File: src/rtl/edge_stream_generator.sv
// ---------------------------------------------------------------------------
// edge_stream_generator
//
// Per-HBM-channel edge generator. It takes one vertex task (source vertex plus
// a CSR offset range [off_begin, off_end)) and turns it into a stream of HBM
// beat read requests. Returned beats are unpacked into EDGES_PER_BEAT
// destination IDs per cycle, with a per-slot valid mask that trims the
// partial first and last beats of the range.
//
// Ports
//   clk, rst          clock, synchronous active-high reset
//   task_vtx_id       source vertex of the offered task
//   task_off_begin    first edge index of the task
//   task_off_end      one past the last edge index of the task
//   task_valid/ready  task handshake
//   rd_addr           HBM read byte address of the current request
//   rd_valid/ready    read request handshake
//   rd_data           returned beat, slot k at [(k+1)*VW-1 : k*VW]
//   rd_data_valid     returned beat strobe (in order, no backpressure)
//   edge_src          source vertex of the beat on the output
//   edge_dst          EDGES_PER_BEAT packed destination IDs
//   edge_mask         per-slot valid
//   edge_valid/ready  output beat handshake
//
// Notes
//   EDGES_PER_BEAT must be a power of two and MAX_OUTSTANDING at least 2.
// ---------------------------------------------------------------------------
module edge_stream_generator #(
  parameter int VERTEX_ID_WIDTH = 32,
  parameter int OFFSET_WIDTH    = 32,
  parameter int HBM_DWIDTH      = 256,
  parameter int ADDR_WIDTH      = 28,
  parameter logic [ADDR_WIDTH-1:0] BASE_ADDR = '0,
  parameter int MAX_OUTSTANDING = 8,
  localparam int EDGES_PER_BEAT = HBM_DWIDTH / VERTEX_ID_WIDTH
) (
  input  logic                       clk,
  input  logic                       rst,

  input  logic [VERTEX_ID_WIDTH-1:0] task_vtx_id,
  input  logic [OFFSET_WIDTH-1:0]    task_off_begin,
  input  logic [OFFSET_WIDTH-1:0]    task_off_end,
  input  logic                       task_valid,
  output logic                       task_ready,

  output logic [ADDR_WIDTH-1:0]      rd_addr,
  output logic                       rd_valid,
  input  logic                       rd_ready,
  input  logic [HBM_DWIDTH-1:0]      rd_data,
  input  logic                       rd_data_valid,

  output logic [VERTEX_ID_WIDTH-1:0] edge_src,
  output logic [HBM_DWIDTH-1:0]      edge_dst,
  output logic [EDGES_PER_BEAT-1:0]  edge_mask,
  output logic                       edge_valid,
  input  logic                       edge_ready
);

  localparam int LOG_EPB    = $clog2(EDGES_PER_BEAT);
  localparam int BEAT_BYTES = HBM_DWIDTH / 8;
  localparam int CNT_W      = $clog2(MAX_OUTSTANDING + 1);
  localparam int PTR_W      = (MAX_OUTSTANDING > 1) ? $clog2(MAX_OUTSTANDING) : 1;

  localparam logic [CNT_W-1:0] MAX_CNT  = CNT_W'(MAX_OUTSTANDING);
  localparam logic [PTR_W-1:0] PTR_LAST = PTR_W'(MAX_OUTSTANDING - 1);

  typedef enum logic [1:0] {
    S_IDLE,
    S_ISSUE,
    S_DRAIN
  } state_t;

  // Byte address of beat b. Truncating b to ADDR_WIDTH before the multiply
  // gives the same result modulo 2^ADDR_WIDTH, so the address simply wraps.
  function automatic logic [ADDR_WIDTH-1:0] beat_addr(
    input logic [OFFSET_WIDTH-1:0] b
  );
    return BASE_ADDR + ADDR_WIDTH'(b) * ADDR_WIDTH'(BEAT_BYTES);
  endfunction

  // Slot k of beat b is live iff lo <= b*EPB + k < hi. The largest index
  // tested never exceeds 2^OFFSET_WIDTH-1 because b never passes the beat
  // that holds hi-1, so no extra carry bit is needed.
  function automatic logic [EDGES_PER_BEAT-1:0] beat_mask(
    input logic [OFFSET_WIDTH-1:0] b,
    input logic [OFFSET_WIDTH-1:0] lo,
    input logic [OFFSET_WIDTH-1:0] hi
  );
    logic [EDGES_PER_BEAT-1:0] m;
    logic [OFFSET_WIDTH-1:0]   base;
    logic [OFFSET_WIDTH-1:0]   idx;
    m    = '0;
    base = b << LOG_EPB;
    for (int k = 0; k < EDGES_PER_BEAT; k++) begin
      idx  = base + OFFSET_WIDTH'(k);
      m[k] = (idx >= lo) && (idx < hi);
    end
    return m;
  endfunction

  state_t                     state;

  // Task context, held for the life of one task.
  logic [VERTEX_ID_WIDTH-1:0] vtx_q;
  logic [OFFSET_WIDTH-1:0]    begin_q;
  logic [OFFSET_WIDTH-1:0]    end_q;
  logic [OFFSET_WIDTH-1:0]    b_last_q;

  // Beat indices: next to request, next to load into the output register,
  // and the beat currently offered on the output.
  logic [OFFSET_WIDTH-1:0]    issue_beat;
  logic [OFFSET_WIDTH-1:0]    load_beat;
  logic [OFFSET_WIDTH-1:0]    out_beat;

  logic [CNT_W-1:0]           inflight;
  logic [CNT_W-1:0]           inflight_next;
  logic                       credit_ok;

  logic [HBM_DWIDTH-1:0]      fifo_mem [MAX_OUTSTANDING];
  logic [PTR_W-1:0]           wr_ptr;
  logic [PTR_W-1:0]           rd_ptr;
  logic [CNT_W-1:0]           fifo_count;
  logic                       fifo_push;
  logic                       fifo_pop;

  logic                       task_fire;
  logic                       task_empty;
  logic                       task_start;
  logic                       issue_fire;
  logic                       out_fire;
  logic [OFFSET_WIDTH-1:0]    task_b_first;
  logic [OFFSET_WIDTH-1:0]    task_b_last;

  assign task_fire    = task_valid & task_ready;
  assign task_empty   = (task_off_end <= task_off_begin);
  assign task_start   = task_fire & ~task_empty;
  assign issue_fire   = rd_valid & rd_ready;
  assign out_fire     = edge_valid & edge_ready;
  assign task_b_first = task_off_begin >> LOG_EPB;
  assign task_b_last  = (task_off_end - OFFSET_WIDTH'(1)) >> LOG_EPB;

  // A beat holds its credit from request until it leaves on the output
  // handshake, so the FIFO plus the output register can never overfill.
  always_comb begin
    inflight_next = inflight;
    if (issue_fire && !out_fire) begin
      inflight_next = inflight + CNT_W'(1);
    end else if (!issue_fire && out_fire) begin
      inflight_next = inflight - CNT_W'(1);
    end
  end

  assign credit_ok = (inflight_next < MAX_CNT);

  always_ff @(posedge clk) begin
    if (rst) begin
      inflight <= '0;
    end else begin
      inflight <= inflight_next;
    end
  end

  // ---- stage: request FSM ----
  // rd_valid is registered from next-cycle credit availability. Credits only
  // shrink through our own issue, so a raised rd_valid cannot drop before
  // its handshake and rd_addr holds while rd_ready is low.
  always_ff @(posedge clk) begin
    if (rst) begin
      state      <= S_IDLE;
      task_ready <= 1'b1;
      rd_valid   <= 1'b0;
      rd_addr    <= '0;
      issue_beat <= '0;
      out_beat   <= '0;
    end else begin
      if (out_fire) begin
        out_beat <= out_beat + OFFSET_WIDTH'(1);
      end
      case (state)
        S_IDLE: begin
          // Empty or malformed ranges are consumed and dropped here.
          if (task_start) begin
            vtx_q      <= task_vtx_id;
            begin_q    <= task_off_begin;
            end_q      <= task_off_end;
            b_last_q   <= task_b_last;
            issue_beat <= task_b_first;
            out_beat   <= task_b_first;
            rd_addr    <= beat_addr(task_b_first);
            rd_valid   <= credit_ok;
            task_ready <= 1'b0;
            state      <= S_ISSUE;
          end
        end
        S_ISSUE: begin
          if (issue_fire) begin
            if (issue_beat == b_last_q) begin
              rd_valid <= 1'b0;
              state    <= S_DRAIN;
            end else begin
              issue_beat <= issue_beat + OFFSET_WIDTH'(1);
              rd_addr    <= beat_addr(issue_beat + OFFSET_WIDTH'(1));
              rd_valid   <= credit_ok;
            end
          end else if (!rd_valid) begin
            rd_valid <= credit_ok;
          end
        end
        S_DRAIN: begin
          if (out_fire && (out_beat == b_last_q)) begin
            task_ready <= 1'b1;
            state      <= S_IDLE;
          end
        end
        default: begin
          state      <= S_IDLE;
          task_ready <= 1'b1;
          rd_valid   <= 1'b0;
        end
      endcase
    end
  end

  // ---- stage: response FIFO ----
  assign fifo_push = rd_data_valid;
  assign fifo_pop  = (fifo_count != '0) && (!edge_valid || edge_ready);

  always_ff @(posedge clk) begin
    if (fifo_push) begin
      fifo_mem[wr_ptr] <= rd_data;
    end
  end

  always_ff @(posedge clk) begin
    if (rst) begin
      wr_ptr     <= '0;
      rd_ptr     <= '0;
      fifo_count <= '0;
    end else begin
      if (fifo_push) begin
        wr_ptr <= (wr_ptr == PTR_LAST) ? '0 : wr_ptr + PTR_W'(1);
      end
      if (fifo_pop) begin
        rd_ptr <= (rd_ptr == PTR_LAST) ? '0 : rd_ptr + PTR_W'(1);
      end
      if (fifo_push && !fifo_pop) begin
        fifo_count <= fifo_count + CNT_W'(1);
      end else if (!fifo_push && fifo_pop) begin
        fifo_count <= fifo_count - CNT_W'(1);
      end
    end
  end

  // ---- stage: output register ----
  // Loading whenever the register is empty or being consumed keeps one beat
  // per cycle flowing; the mask is attached here using the load-side index.
  always_ff @(posedge clk) begin
    if (rst) begin
      edge_valid <= 1'b0;
      edge_src   <= '0;
      edge_dst   <= '0;
      edge_mask  <= '0;
      load_beat  <= '0;
    end else begin
      if (task_start) begin
        load_beat <= task_b_first;
      end
      if (fifo_pop) begin
        edge_valid <= 1'b1;
        edge_src   <= vtx_q;
        edge_dst   <= fifo_mem[rd_ptr];
        edge_mask  <= beat_mask(load_beat, begin_q, end_q);
        load_beat  <= load_beat + OFFSET_WIDTH'(1);
      end else if (out_fire) begin
        edge_valid <= 1'b0;
      end
    end
  end

endmodule

File: config.mk
export PLATFORM = sky130hd
export DESIGN_NAME = edge_stream_generator
export DESIGN_NICKNAME = d
export VERILOG_FILES = /design/src/rtl/edge_stream_generator.sv
export SDC_FILE = /design/constraint.sdc
export NUM_CORES = 2
export LEC_CHECK = 0
export ABC_AREA = 1
export BUFFER_PORTS_ARGS = -buffer_cell sky130_fd_sc_hd__clkbuf_2
export CORE_MARGIN = 2
export CORE_UTILIZATION = 42
export DETAILED_ROUTE_END_ITERATION = 8
export GPL_ROUTABILITY_DRIVEN = 0
export PLACE_DENSITY = 0.69
export SETUP_SLACK_MARGIN = 0.1
export SLEW_MARGIN = 20
export SYNTH_ARGS = -nofsm -noshare
export SYNTH_HDL_FRONTEND = slang
export SYNTH_SLANG_ARGS = --single-unit
File: constraint.sdc
create_clock -name clk -period 28.1 [get_ports clk]
set_input_delay 2.81 -clock clk [delete_from_list [all_inputs] [get_ports clk]]
set_output_delay 2.81 -clock clk [all_outputs]
set_load 0.1 [all_outputs]
==> run metrics <==
critical-path maximum fanout=98; most common cell after layout, fill and taps aside=edfxtp_1; antenna violations before repair=82; crit start category=flop; cell row count=181; Ys Warns=0; worst path required time=28.97 ns; CP max stage delay=0.90 ns; core region area=0.244 mm^2; clock sinks=2581; via count=71500; R2R Setup Slk=21.92 ns; critical path endpoint category=flop; Max IR drop VDD=0.0944 mV; area grow syn2layout=14.7%; drt pass-1 iters=9; CTS max path bufs=4; GRT Total Usage=22.4%; drt wl/cell=22.9 um; TritonCTS clock tree=built; Clock Tree Root=clkbuf_16; H-tree depth=5; Final Max Slew Viols=0; pre-CTS setup slack=21.28 ns; RSZ-0062 raised after global routing=false; share of layout cells above drive strength 1=13.3%; R2R Path Start=rd_ptr[0]; Setup TNS Final=0 ns; Hold EP=edge_mask[1]; power density cells=106 mW/mm^2; critical path, cell by cell=buf_4 -> buf_4 -> buf_4 -> buf_4 -> buf_4 -> o21ai_0 -> o22ai_1 -> nand2_1 -> nand3_1 -> o211ai_1 -> inv_1; Critical Path AT=7.05 ns; Syn Inst Count=8665; final non-filler cell total=12600; min-delay src=edge_mask[1]; Final Hold Viols=0; run status=complete, no violations; total wire length=289000 um; most frequent cells in the layout=edfxtp_1, nor2_1, o21ai_0; Worst Tran Pin Value=1.30 ns; hold path cells=2; Overflow after GRT=0; Die Area=0.249 mm^2; Post-Synthesis Cell Area=0.103 mm^2; cts repair resizes=0; Detailed Place HPWL=163000 um; reg2reg path depth=11; Core Util, Final=48.5%; placed cell count=12100; Hold/Removal Path Class=reg2reg; R2R Path End=edge_dst[182]; crit share post-route=22.0%; final setup violation count=0; total of max-cap violations=0; post-route ant nets=0; Fmax=162 MHz; Avg Cell Area, Syn=11.9 um^2; cell leakage power=42.9 nW; Slew HR=13.5%; worst-skew pair later-pin latency=0.95 ns; nets=9627; Unique masters post-synth=51; ys flop type=edfxtp_1; first-iteration detailed-routing DRC count=8154; TritonCTS buffer count=285; register area share after synthesis=71.2%; PnR worst setup slack=21.92 ns; Initial Utilization=42.3%; largest net degree at the start of global routing=257; Seq cells post-synth=2581; crit path kind=reg2reg; Die Width=499 um; die span in y=499 um; Worst path slowest cell=buf_4; first-pass GRT wire length=429000 um; Ports=685; EDFF count, synth=2173; asr flop ratio synth=0%; vias in the first global route=69300; drt via density=5.67; CTS Hold Buffers Added=0; clock slew at the register clock pins of the worst setup and hold paths=0.06 ns; PortBufs=679; Final min period=6.18 ns; # DRC=0; Final Skew=0.0856 ns; FILL cells=20900; postcts setup bufs=0; most used cell, CP=buf_4
==> flip-flops by register name, summed over array words and instances (netlist names), 32 cells and up <==
register and cells:
vtx_q 32, edge_dst 256, issue_beat 32, begin_q 32
fifo_mem 2048, edge_src 32, end_q 32, out_beat 32
==> Yosys cell counts, drive strengths merged (6+ instances only) <==
library cell,instances,share of area (%)
o211ai,214,1.6
o22ai,384,2.3
nor3,56,0.30
o21ai,1376,6.7
nor2,1323,4.9
nand2,853,3.1
a21oi,157,0.76
o221ai,139,1.2
nor4,6,0.042
nand3b,15,0.11
or2,10,0.061
xnor2,31,0.26
xor2,51,0.43
nand3,233,1.1
dfxtp,408,7.9
edfxtp,2173,63
ha,106,1.3
inv,478,1.7
buf,165,0.86
nand4,58,0.36
clkbuf,401,1.5
==> how the worst max path moves through the flow <==
| stage | from | to |
|---|---|---|
| 2_1_floorplan | rd_data_valid | fifo_mem[1][0] |
| 3_3_place_gp | rd_data_valid | fifo_mem[3][136] |
| 3_5_place_dp | rd_data_valid | fifo_mem[3][136] |
| 4_1_cts | rd_ptr[0] | edge_dst[182] |
| 5_1_grt | rd_ptr[0] | edge_dst[168] |
| 6_report | rd_ptr[0] | edge_dst[182] |
==> report_power, final <==
group          internal [mW]  total (mW)  switching [mW]
logic                  0.898        4.24            3.34
registers               4.45        4.67           0.222
clock network           2.15        3.63            1.48
==> critical path: cells and delay by family (launching register included) <==
kind                   cells  cell delay [ns]
AOI/OAI and AO/OA          3             0.59
buffers and inverters      6             4.31
DFF                        1             0.82
and+or+nand+nor            2             0.18
==> logic make-up (layout without fill, tap and decap cells) <==
logic type,Yosys count,count (layout),share of synthesized area [%]
flip-flops,2581,2581,71.2
other,1,46,0.00364
XOR/XNOR,82,82,0.697
multiplexers,2,2,0.0206
adder cells (fa/ha/maj),107,107,1.31
buffers and inverters,1049,1754,4.08
AO/OA/AOI/OAI,2280,2280,12.6
AND/OR/NAND/NOR,2563,2563,10.1
==> per-layer routing <==
layer	vias up	wire length (um)	track usage, %
met3	697	30300	6.59
met2	3348	132000	34.8
li1	32300	-	-
met1	35100	114000	29.0
met5	-	503	0
met4	74	12000	10.0
==> metrics by stage <==
step           cell area [um^2]  power, mW  hold slack [ns]
2_1_floorplan            103000       7.90            0.445
3_3_place_gp             109000       8.85            0.462
3_5_place_dp             109000       8.94            0.463
4_1_cts                  118000       12.6            0.472
5_1_grt                  118000       13.1            0.491
6_report                 118000       12.5            0.472
==> area by class of cell <==
class / instances / area (um^2) / area share [%]
antenna: 41 / 103 / 0.0868
clock inverter: 114 / 1140 / 0.967
multi-input combinational: 5039 / 25500 / 21.6
tap: 3202 / 4010 / 3.39
inverter: 483 / 1850 / 1.57
clock buffer: 385 / 7900 / 6.68
timing repair buffer: 772 / 4240 / 3.58
sequential: 2581 / 73400 / 62.1
No activity file was read; power rests on OpenSTA's default activity.
